==> src/rtl/expr_batch_sequencer.sv <==
// expr_batch_sequencer
// Walks a table of expression start indices and runs the calculator once per
// entry. Each result, or each timeout, is reported on res_*.
//   clk_i, rst_ni              clock, asynchronous active-low reset
//   run_i, abort_i, n_expr_i   board-level batch control
//   tbl_addr_o / tbl_data_i    synchronous expression table (1-cycle read latency)
//   calc_base_o, calc_start_o  calculator launch
//   calc_done_i, calc_result_i calculator completion
//   res_valid_o, res_data_o, res_idx_o, res_timeout_o   per-entry result
//   err_cnt_o, busy_o, batch_done_o                     batch status
//
// state     | meaning
// IDLE      | waiting for run
// FETCH     | table address presented
// WAIT_ROM  | table data captured into calc_base
// LAUNCH    | calc_start pulse, timeout timer loaded
// WAIT_DONE | waiting for calc_done rising edge or timer terminal count
// NEXT      | result reported, advance index
// FINISH    | batch_done pulse
module expr_batch_sequencer #(
    parameter int CNT_W   = 4,
    parameter int ADDR_W  = 8,
    parameter int DATA_W  = 8,
    parameter int TIMEOUT = 1024
) (
    input  logic              clk_i,
    input  logic              rst_ni,
    input  logic              run_i,
    input  logic              abort_i,
    input  logic [CNT_W-1:0]  n_expr_i,
    output logic [CNT_W-1:0]  tbl_addr_o,
    input  logic [ADDR_W-1:0] tbl_data_i,
    output logic [ADDR_W-1:0] calc_base_o,
    output logic              calc_start_o,
    input  logic              calc_done_i,
    input  logic [DATA_W-1:0] calc_result_i,
    output logic              res_valid_o,
    output logic [DATA_W-1:0] res_data_o,
    output logic [CNT_W-1:0]  res_idx_o,
    output logic              res_timeout_o,
    output logic [CNT_W-1:0]  err_cnt_o,
    output logic              busy_o,
    output logic              batch_done_o
);

    localparam int TMR_W = $clog2(TIMEOUT);
    // Down-counter loaded in LAUNCH; terminal count 0 falls on the TIMEOUT-th
    // WAIT_DONE cycle, so res_valid lands TIMEOUT+1 cycles after calc_start.
    localparam logic [TMR_W-1:0] TMR_LOAD = TMR_W'(TIMEOUT - 1);

    localparam logic [2:0] S_IDLE      = 3'd0;
    localparam logic [2:0] S_FETCH     = 3'd1;
    localparam logic [2:0] S_WAIT_ROM  = 3'd2;
    localparam logic [2:0] S_LAUNCH    = 3'd3;
    localparam logic [2:0] S_WAIT_DONE = 3'd4;
    localparam logic [2:0] S_NEXT      = 3'd5;
    localparam logic [2:0] S_FINISH    = 3'd6;

    logic [2:0]        state_q, state_d;
    logic [CNT_W-1:0]  idx_q, idx_d;
    logic [CNT_W-1:0]  n_lat_q, n_lat_d;
    logic [CNT_W-1:0]  err_q, err_d;
    logic [ADDR_W-1:0] base_q, base_d;
    logic [TMR_W-1:0]  tmr_q, tmr_d;
    logic [DATA_W-1:0] rdata_q, rdata_d;
    logic [CNT_W-1:0]  ridx_q, ridx_d;
    logic              rto_q, rto_d;
    logic              done_prev_q;
    logic              calc_start_q, res_valid_q, batch_done_q, busy_q;
    logic              done_rise;

    // A done level carried over from the previous expression is not a completion.
    assign done_rise = calc_done_i & ~done_prev_q;

    always_comb begin
        state_d = state_q;
        idx_d   = idx_q;
        n_lat_d = n_lat_q;
        err_d   = err_q;
        base_d  = base_q;
        tmr_d   = tmr_q;
        rdata_d = rdata_q;
        ridx_d  = ridx_q;
        rto_d   = rto_q;
        if (abort_i && (state_q != S_IDLE)) begin
            state_d = S_IDLE;
        end else begin
            case (state_q)
                S_IDLE: begin
                    if (run_i) begin
                        n_lat_d = n_expr_i;
                        idx_d   = '0;
                        err_d   = '0;
                        state_d = (n_expr_i == '0) ? S_FINISH : S_FETCH;
                    end
                end
                S_FETCH:    state_d = S_WAIT_ROM;
                S_WAIT_ROM: begin
                    base_d  = tbl_data_i;
                    state_d = S_LAUNCH;
                end
                S_LAUNCH: begin
                    tmr_d   = TMR_LOAD;
                    state_d = S_WAIT_DONE;
                end
                S_WAIT_DONE: begin
                    // Completion is checked first so it wins over a coincident timeout.
                    if (done_rise) begin
                        rdata_d = calc_result_i;
                        rto_d   = 1'b0;
                        ridx_d  = idx_q;
                        state_d = S_NEXT;
                    end else if (tmr_q == '0) begin
                        rdata_d = '0;
                        rto_d   = 1'b1;
                        ridx_d  = idx_q;
                        err_d   = (err_q == '1) ? err_q : err_q + CNT_W'(1);
                        state_d = S_NEXT;
                    end else begin
                        tmr_d = tmr_q - TMR_W'(1);
                    end
                end
                S_NEXT: begin
                    if (idx_q == n_lat_q - CNT_W'(1)) begin
                        state_d = S_FINISH;
                    end else begin
                        idx_d   = idx_q + CNT_W'(1);
                        state_d = S_FETCH;
                    end
                end
                S_FINISH: state_d = S_IDLE;
                default:  state_d = S_IDLE;
            endcase
        end
    end

    // Strobes are registered from the next state so they line up with the
    // state they belong to and come straight from flops (no decode glitches).
    always_ff @(posedge clk_i or negedge rst_ni) begin
        if (!rst_ni) begin
            state_q      <= S_IDLE;
            idx_q        <= '0;
            n_lat_q      <= '0;
            err_q        <= '0;
            base_q       <= '0;
            tmr_q        <= '0;
            rdata_q      <= '0;
            ridx_q       <= '0;
            rto_q        <= 1'b0;
            done_prev_q  <= 1'b0;
            calc_start_q <= 1'b0;
            res_valid_q  <= 1'b0;
            batch_done_q <= 1'b0;
            busy_q       <= 1'b0;
        end else begin
            state_q      <= state_d;
            idx_q        <= idx_d;
            n_lat_q      <= n_lat_d;
            err_q        <= err_d;
            base_q       <= base_d;
            tmr_q        <= tmr_d;
            rdata_q      <= rdata_d;
            ridx_q       <= ridx_d;
            rto_q        <= rto_d;
            done_prev_q  <= calc_done_i;
            calc_start_q <= (state_d == S_LAUNCH);
            res_valid_q  <= (state_d == S_NEXT);
            batch_done_q <= (state_d == S_FINISH);
            busy_q       <= (state_d != S_IDLE);
        end
    end

    assign tbl_addr_o    = idx_q;
    assign calc_base_o   = base_q;
    assign calc_start_o  = calc_start_q;
    assign res_valid_o   = res_valid_q;
    assign res_data_o    = rdata_q;
    assign res_idx_o     = ridx_q;
    assign res_timeout_o = rto_q;
    assign err_cnt_o     = err_q;
    assign busy_o        = busy_q;
    assign batch_done_o  = batch_done_q;

endmodule

==> config.mk <==
export PLATFORM = sky130hd
export DESIGN_NAME = expr_batch_sequencer
export DESIGN_NICKNAME = d
export VERILOG_FILES = /design/src/rtl/expr_batch_sequencer.sv
export SDC_FILE = /design/constraint.sdc
export NUM_CORES = 1
export LEC_CHECK = 0
export CAP_MARGIN = 0
export CORE_MARGIN = 1
export CORE_UTILIZATION = 46
export DETAILED_ROUTE_END_ITERATION = 7
export PLACE_DENSITY_LB_ADDON = 0.08
export SLEW_MARGIN = 5
export SYNTH_ARGS = -nofsm -noshare
export SYNTH_HDL_FRONTEND = slang
export SYNTH_SLANG_ARGS = --single-unit
==> constraint.sdc <==
create_clock -name clk_i -period 2.1 [get_ports clk_i]
set_input_delay 0.21 -clock clk_i [delete_from_list [all_inputs] [get_ports clk_i]]
set_output_delay 0.21 -clock clk_i [all_outputs]
set_load 0.03 [all_outputs]
==> reports/results.ini <==
[detailed_routing]
wl_met3_um=304
routedLengthMet1_mm=3.07
highest_routed_layer=met4
vias=2207
post_drt_via_cell_ratio=5.53
drc_violation_count_after_routing=0
drtPass1Iterations=4
first_iter_violations=137
wl_per_cell_um=15.9
route.antenna.remaining_nets=0
total_routed_length_mm=6.34
metal2_wl_mm=2.89

[power_and_ir_drop]
ir_worst_vdd_mv=0.635
p_seq_share_pct=37.0
clockPowerShare_pct=14.2
comb_power_share_pct=48.8
power_spent_charging_and_discharging_nets_uw=1710
intPower_uw=2430
leakage_uw=0.00158
power_density_nw_per_um2=1120
sw_frac_of_total_pct=41.2

[die]
core_um2=5610
floorplan.die_area_um2=6210
chipWidth_um=78.8
floorplan.die.height_um=78.8
io-pin-count=58
core.rowCount=27
initial_core_util_pct=48.3

[global_route]
globalRouteOverflowTotal=0
antenna_found_initial=0
global_route_wire_length_before_repair_mm=10.4
via_count_of_the_first_global_routing_pass=2192
grt_max_degree=52
grt_util_all_layers_pct=21.7

[placement]
pre_cts_ws_ns=0.000600
gp_routability_congestion=0.850
place.port_buffers=57
place_hpwl_mm=4.40
placed_instances=388

[clock_tree]
clock_tree.root_cell=clkbuf_8
total_number_of_h_tree_levels=2
tritoncts.num_buffers=5
tritoncts=built
hold_buffers=0
clock_insertion_delay_worst_skew_ns=0.31
total_number_of_clock_tree_sinks=51
cts.reportedPaths.clkPinSlew_ns=0.10
cts_buffer_depth=2

[worst_setup_path]
crit_required_ns=2.30
timing.setup.critical_path_class=reg2reg
worst_setup_path_start_kind=flop
end_kind=flop
crit_arrival_ns=2.27
crit_path_max_fanout=8

[synth]
synth_async_sr_flop_share_pct=100
syn_avg_cell_area_um2=11.3
synthesis.area_um2=2710
syn_inst=239
synth_seq_cells=51
synth_ff_type=dfrtp_1
yosys_warnings=0
synth_cell_types=61
synth.net_count=268
yosysSeqAreaShare_pct=47.1
synth_edf_count=0

[timing]
worst_slew_pin_slew_ns=0.618
finalWorstPathRequiredPeriod_ns=2.07
clock_skew_ns=0.00451
headroom_to_the_max_slew_limit_pct=58.8
timing.final.crit_share_pct=98.6
timing.final.hold_violations=9
report.final.slew_viol_count=0
final_setup_slack_of_the_worst_path_ns=0.0295
hold-worst-slack_ns=-0.00743
finalSetupViolCount=0
fmax_ghz=0.483

[run_status]
status=complete, but fails checks
failed_checks=hold timing

[finish]
final_layout_size_suffix_gt1_share_pct=25.1
n_antenna_cell=0
instances_no_fill=399
final_common_cell=clkdlybuf4s50_1
most-common-layout-cells=56 x clkdlybuf4s50_1, 51 x dfrtp_1, 32 x buf_4
nNetsFinal=355
areaGrowthSynthToFinish_pct=36.0

[flow_run]
drv_cap=0

[hold_path]
hold_path_class=in2async

timing repair:
| item | 4_1_cts | 5_1_grt |
|---|---|---|
| pin swaps | 0 | 1 |
| setup buffers | 0 | 2 |
| cloned | 0 | 1 |
| gates resized for setup | 1 | 9 |
| setup endpoints to repair | 1 | 13 |
cells in the mapped netlist (3+ instances only):
cell type / count / area, um2
a22o_2: 7 / 70.1
or3_1: 5 / 31.3
inv_1: 12 / 45.0
mux2_2: 14 / 158
o21ai_0: 8 / 40.0
nand3_1: 9 / 45.0
buf_6: 5 / 56.3
ha_1: 4 / 50.1
nor4_4: 3 / 63.8
nand2_1: 13 / 48.8
a31oi_1: 4 / 25.0
xnor2_1: 5 / 43.8
nor3_1: 4 / 20.0
a22o_1: 3 / 26.3
nand2b_1: 5 / 31.3
nor4_1: 4 / 25.0
dfrtp_1: 51 / 1280
o41ai_1: 4 / 35.0
a21oi_1: 3 / 15.0
mux2i_1: 4 / 40.0
or4_1: 5 / 37.5
o31ai_1: 5 / 37.5
nor2_1: 11 / 41.3
clkbuf_1: 4 / 15.0
per-stage QoR:
step           hold slack (ns)  cell area (um2)  util [%]  total power, uW  setup TNS, ns
2_1_floorplan          -0.0856             2710         -             2730              0
3_3_place_gp             0.361             3510      62.7             3420              0
3_5_place_dp             0.360             3510      62.7             3460              0
4_1_cts                 0.0224             3610      64.4             4060              0
5_1_grt                 0.0574             3690      65.8             4410       -0.00181
6_report              -0.00743             3690      65.8             4140              0
worst max-delay path, stage by stage (launching register included):
cell and delay, ns:
dfrtp_1 0.41, or4_4 0.63, nor4_4 0.24, buf_4 0.19, a31oi_4 0.15, mux2_4 0.34
flip-flops by register name (all words and copies together), names as in the netlist:
signal / cells
state_q: 3
res_idx_o: 4
done_prev_q: 1
calc_start_o: 1
err_cnt_o: 4
res_timeout_o: 1
res_valid_o: 1
calc_base_o: 8
tmr_q: 10
tbl_addr_o: 4
busy_o: 1
n_lat_q: 4
res_data_o: 8
batch_done_o: 1
routing by layer:
layer  vias up  track usage [%]
met4         0             6.48
met1      1057             29.2
li1       1085                -
met2        58             35.0
met3         7             4.60
met5         -                0
power groups by stage:
stage               logic (uW)  clock network [uW]  registers [uW]
CTS                       1920                 610            1530
detailed placement        1910                   0            1550
global placement          1880                   0            1540
global route              2170                 658            1580
floorplan                  924                   0            1800
finish                    2020                 589            1530
area by class of cell:
cell class | instances | area (um2)
fill | 459 | 1920
multi-input combinational | 167 | 1380
sequential | 51 | 1280
timing repair buffer | 89 | 806
tap | 72 | 90.1
clock buffer | 5 | 68.8
inverter | 12 | 45.0
clock inverter | 3 | 23.8
kinds of logic (layout without fill, tap and decap cells):
logic type                 after synthesis  count (layout)  share of synthesized area (%)
AOI/OAI and AO/OA                       50              51                           14.8
xor gates and xnor gates                 6               6                           1.94
muxes                                   19              19                           7.84
DFF                                     51              51                           47.1
buffers and inverters                   22             109                           4.57
adders and majority gates                4               4                           1.85
and+or+nand+nor                         87              87                           22.0
path summary, 6_finish.rpt:
check                              start            end  slack (ns)  depth (start not counted)
setup reg to reg                tmr_q[4]   res_idx_o[2]        0.03                          5
hold reg to reg            res_data_o[1]  res_data_o[1]        0.51                          1
min in group clk_i           calc_done_i    done_prev_q        0.41                          1
hold / removal                    rst_ni       tmr_q[7]      -0.007                          2
setup / recovery                tmr_q[4]   res_idx_o[2]        0.03                          5
max in group asynchronous         rst_ni   res_idx_o[1]        1.70                          2
Power figures use the tool's default switching activity.
==> edit 1: new RTL, same settings <==
Take the reset off `rdata_q` and load it in a clocked block of its own.
--- a/src/rtl/expr_batch_sequencer.sv
+++ b/src/rtl/expr_batch_sequencer.sv
@@ -144,7 +144,6 @@
             err_q        <= '0;
             base_q       <= '0;
             tmr_q        <= '0;
-            rdata_q      <= '0;
             ridx_q       <= '0;
             rto_q        <= 1'b0;
             done_prev_q  <= 1'b0;
@@ -159,7 +158,6 @@
             err_q        <= err_d;
             base_q       <= base_d;
             tmr_q        <= tmr_d;
-            rdata_q      <= rdata_d;
             ridx_q       <= ridx_d;
             rto_q        <= rto_d;
             done_prev_q  <= calc_done_i;
@@ -168,6 +166,10 @@
             batch_done_q <= (state_d == S_FINISH);
             busy_q       <= (state_d != S_IDLE);
         end
+    end
+
+    always_ff @(posedge clk_i) begin
+        rdata_q <= rdata_d;
     end
 
     assign tbl_addr_o    = idx_q;
Behaviour: differs if rst_ni is asserted again (counterexample within 10 cycles, from zero or initial values and one cycle with rst_ni low); with rst_ni held inactive, the same outputs for 10 cycles.
==> edit 1 against the original RTL <==
Count of clock-buffer cells in the layout increased by 2. Routed wire length decreased by 18%. Combinational power decreased by 30%. Maximum frequency grew 6.0%. Sequential cell count unchanged. Synthesized area down 8.2%. Cell area is 9.6% lower. Synthesized cell count fell by 10%. Power down 14%. Worst setup slack improved by 0.12 ns. Critical path type unchanged. Critical endpoint is now tbl_addr_o[0]. Largest power group is now registers.
==> edit 1: results (changes against the original RTL) <==
stage	metric	value	unit	change
status	outcome	complete, no violations		
global_route	first-pass GRT wire length	8.44	mm	-19%
timing	Slew @ Worst Pin	0.554	ns	-0.0635 ns
drt	Avg WL per Cell	14.3	um	-9.8%
min_path	Hold Path Class	input pin to flop		
yosys	most frequent cells after synthesis	dfrtp_1, nand2_1, mux2_2		
yosys	Syn Nets	243		-9.3%
critical_path	CP max FO	3		-5
layout	layout cells sized above 1	20.3	%	-4.8 points
drt	WL met3	269	um	-12%
clock_network	post-CTS sizing	0		-1
timing	Layout Skew	0.00496	ns	+0.000456 ns
yosys	synth warn	0		unchanged
critical_path	kind of cell adding the most delay to the critical path	simple AND/OR/NAND/NOR gates		
yosys	count of unique library cells instantiated by Yosys	51		-16%
layout	max FFs per register	10		unchanged
placed_design	pre-CTS setup slack	0.0481	ns	+0.0475 ns
yosys	synth top area cells	dfrtp_1, edfxtp_1, mux2_2		
drt	uppermost layer routed	met4		
placed_design	placed insts	352		-9.3%
power	Max IR drop VDD	0.724	mV	+14%
clock_network	Skew-Pair Late Insertion Delay	0.30	ns	
global_route	GRT Total Usage	20.1	%	-1.6 points
power	leakage power	1.39	nW	-12%
drt	drt via density	5.17		-6.6%
placed_design	DP HPWL	3.78	mm	-14%
placed_design	dpl cell area	3220	um2	-8.5%
yosys	Post-synth top flop	dfrtp_1		
drt	Initial DRC Count	93		-32%
layout	post-layout net count	319		-10%
clock_network	clk slew on worst S/H paths	0.09	ns	
global_route	met2 Usage GRT	32.5	%	-2.4 points
layout	Biggest register	tmr_q		
global_route	initial antenna violation count	0		unchanged
layout	Finished Layout Cells	361		-9.5%
drt	DR pass1 iterations	4		unchanged
power	Sw Ratio	35.9	%	-5.3 points
yosys	EDFF count, synth	8		+8
yosys	FFs w/ async S/R, synth	84.3	%	-16 points
drt	met2 WL	2.48	mm	-14%
critical_path	CP max-delay cell	dfrtp_1		
global_route	met3 GRT Util	5.29	%	+0.69 points
yosys	Seq/Total Area, Yosys	52.9	%	+5.8 points
critical_path	max incr delay on CP	0.39	ns	-0.24 ns
clock_network	clk buf depth	2		unchanged
clock_network	H-tree levels	2		unchanged
global_route	GR met1 Demand/Resource	26.6	%	-2.6 points
drt	Metal-1 WL	2.37	mm	-23%
placed_design	Buffers on Ports	57		unchanged
global_route	pin count of the biggest net entering global routing	44		-15%
global_route	vias in the first global route	1763		-20%
placed_design	GP Congestion	0.845		-0.52%
yosys	post-synthesis cell count	214		-10%
clock_network	clock root buffer	clkbuf_8		
-- edit 1: cell count changes after synthesis, moves of 6 or more --
cell	before	now
a21oi_1	3	12
inv_1	12	6
and2_1	2	9
xor2_1	1	8
a22o_2	7	0
edfxtp_1	0	8
dfrtp_1	51	43
-- edit 1: kinds of logic after synthesis --
| logic type | Yosys count | share of synthesized area (%) |
|---|---|---|
| AOI/OAI and AO/OA | 39 | 10.9 |
| and+or+nand+nor | 81 | 19.7 |
| muxes | 15 | 6.79 |
| xor gates and xnor gates | 11 | 4.42 |
| adders and majority gates | 4 | 2.01 |
| buffers and inverters | 13 | 3.37 |
| DFF | 51 | 52.9 |
-- edit 1: area by class of cell --
cell class              instances  area (um2)
inverters                       6        22.5
multi-input cells             150        1090
flip-flops and latches         51        1320
repair buffers                 76         711
fillers                       438        1840
well taps                      70        87.6
clock inverters                 1        30.0
clock buffers                   7        76.3
-- edit 1: path summary, 6_finish.rpt --
kind,from,endpoint,slack (ns),cells after the start
worst max-delay path,n_lat_q[0],tbl_addr_o[0],0.15,7
worst min-delay path,calc_done_i,done_prev_q,0.35,1
worst max register to register,n_lat_q[0],tbl_addr_o[0],0.15,7
worst min register to register,tmr_q[0],tmr_q[0],0.50,1
max in group asynchronous,rst_ni,n_lat_q[2],1.21,3
min in group asynchronous,rst_ni,res_idx_o[3],0.51,3
-- edit 1: power groups by stage --
stage                     clock, mW  sequential [mW]  combinational (mW)
after floorplan                   0             1.67               0.713
after global placement            0             1.51                1.38
after detailed placement          0             1.51                1.41
after CTS                     0.693             1.49                1.42
after global routing          0.718             1.53                1.53
final                         0.670             1.49                1.41
-- edit 1: repair_timing --
item | 4_1_cts | 5_1_grt
buffers inserted | 0 | 0
hold buffers | 1 | 0
hold endpoints to repair | 43 | 0
==> edit 2: new RTL, same flow settings <==
Made on the original files. Change the parameter `ADDR_W` from 8 to 9.
--- a/src/rtl/expr_batch_sequencer.sv
+++ b/src/rtl/expr_batch_sequencer.sv
@@ -19,7 +19,7 @@
 // FINISH    | batch_done pulse
 module expr_batch_sequencer #(
     parameter int CNT_W   = 4,
-    parameter int ADDR_W  = 8,
+    parameter int ADDR_W  = 9,
     parameter int DATA_W  = 8,
     parameter int TIMEOUT = 1024
 ) (
Ports: changed (resized calc_base_o and tbl_data_i); port bits go from 58 to 60. The function was not compared with the original's and may differ.
==> edit 2 against the original RTL <==
The run still ends with negative hold slack left. Power is 1.0% lower. Sequential cell count increased by 1. Global-route usage down 1.2 points. Synthesized area is 7.5% lower. Sequential power up 3%. Worst hold slack lost 0.0087 ns. Utilization rose by 1.7 points. Routed wire length decreased by 15%. Final cell count is 3.5% lower. First-iteration DRC count fell by 43%. Clock skew hardly changed. Worst setup slack better by 0.12 ns. Critical path depth up 2. Cell area decreased by 5.3%. Critical path type unchanged. Critical endpoint is now err_cnt_o[0]. Highest routed layer unchanged.
==> edit 2: results (changes against the original RTL) <==
stage	metric	value	unit	change
status	outcome	complete, but fails checks		
status	failing checks	negative hold slack		
yosys	synth top area cells	dfrtp_1, mux2_2, a22o_1		
placed_design	Buffers on Ports	59		+3.5%
yosys	Syn Nets	261		-2.6%
power	Max IR drop VDD	0.798	mV	+26%
yosys	most frequent cells after synthesis	dfrtp_1, nor2_1, mux2_2, nand2_1, o21ai_0		
layout	layout cells sized above 1	20.0	%	-5.1 points
global_route	first-pass GRT wire length	8.71	mm	-16%
critical_path	reg2reg end	err_cnt_o[0]		
global_route	vias in the first global route	1929		-12%
yosys	Seq/Total Area, Yosys	51.9	%	+4.8 points
power	switching power	1.56	mW	-8.6%
yosys	post-synthesis cell count	231		-3.3%
placed_design	dpl cell area	3340	um2	-5.0%
global_route	GRT Total Usage	20.5	%	-1.2 points
timing	Layout Skew	0.00401	ns	-0.000495 ns
critical_path	max incr delay on CP	0.41	ns	-0.22 ns
placed_design	placed insts	376		-3.1%
critical_path	CP max-delay cell	dfrtp_1		
timing	final hold slack	-0.0161	ns	-0.00870 ns
critical_path	CP max FO	4		-4
layout	post-layout net count	344		-3.1%
drt	drt via density	5.29		-4.4%
layout	Finished Layout Cells	385		-3.5%
drt	Initial DRC Count	78		-43%
timing	final hold violations	35		+26
timing	Slew @ Worst Pin	0.814	ns	+0.196 ns
global_route	pin count of the biggest net entering global routing	38		-27%
critical_path	Worst Reg-to-Reg Cells	7		+2
yosys	count of unique library cells instantiated by Yosys	50		-18%
[edit 2: cell types whose count changed in the layout (fill, tap and decap cells not counted), sizes merged, moves of 4 or more]
cell	delta
a21oi	+4
a31oi	-6
nor2	+5
or4	-5
buf	-5
o21ai	+8
nand2b	-4
o31ai	-4
[edit 2: metal layers]
metal | up-vias | global-route usage, %
met4 | 0 | 4.94
met2 | 45 | 34.2
li1 | 1006 | -
met5 | - | 0
met1 | 979 | 27.0
met3 | 6 | 4.89
[edit 2: cells by family after synthesis]
kind of cell             count (synthesis)  share of synthesized area (%)
AND/OR/NAND/NOR                         75                           17.1
multiplexers                            17                           7.58
XOR/XNOR                                10                           4.04
AO/OA/AOI/OAI                           51                           13.9
flip-flops                              52                           51.9
adder cells (fa/ha/maj)                  4                           2.00
buffers and inverters                   22                           3.54
[edit 2: final cells by class]
class / count / area, um2
repair buffers: 86 / 788
well taps: 70 / 87.6
inverters: 12 / 45.0
clock buffers: 5 / 68.8
fillers: 408 / 1680
multi-input cells: 157 / 1150
clock inverters: 3 / 46.3
flip-flops and latches: 52 / 1300
[edit 2: power groups by stage]
stage | clock (mW) | sequential, mW | combinational (mW)
floorplan | 0 | 1.88 | 0.778
global placement | 0 | 1.57 | 1.79
detailed placement | 0 | 1.58 | 1.82
CTS | 0.724 | 1.56 | 1.83
global route | 0.752 | 1.62 | 1.99
finish | 0.702 | 1.57 | 1.83
[edit 2: worst max-delay path by stage]
stage / start / end / slack (ns) / cells past startpoint
5_1_grt: tmr_q[0] / err_cnt_o[0] / -0.0006 / 7
4_1_cts: tmr_q[0] / err_cnt_o[3] / 0.006 / 7
6_report: tmr_q[0] / err_cnt_o[0] / 0.15 / 7
3_5_place_dp: n_expr_i[1] / res_idx_o[0] / -0.12 / 7
2_1_floorplan: tmr_q[0] / err_cnt_o[0] / 0.22 / 7
3_3_place_gp: n_expr_i[1] / res_idx_o[3] / 0.0005 / 7
[edit 2: metrics by stage]
stage	hold slack, ns	worst slack [ns]	util, %
2_1_floorplan	-0.0856	0.222	-
3_3_place_gp	0.345	0.000510	64.6
3_5_place_dp	0.358	-0.124	64.6
4_1_cts	0.0150	0.00602	66.9
5_1_grt	0.0495	-0.000578	67.5
6_report	-0.0161	0.152	67.5
[edit 2: timing repair]
item / CTS / global route
buffers inserted: 0 / 1
pin swaps: 0 / 1
hold buffers: 0 / 0
endpoints found under the setup margin: 1 / 7
gates resized for setup: 1 / 5
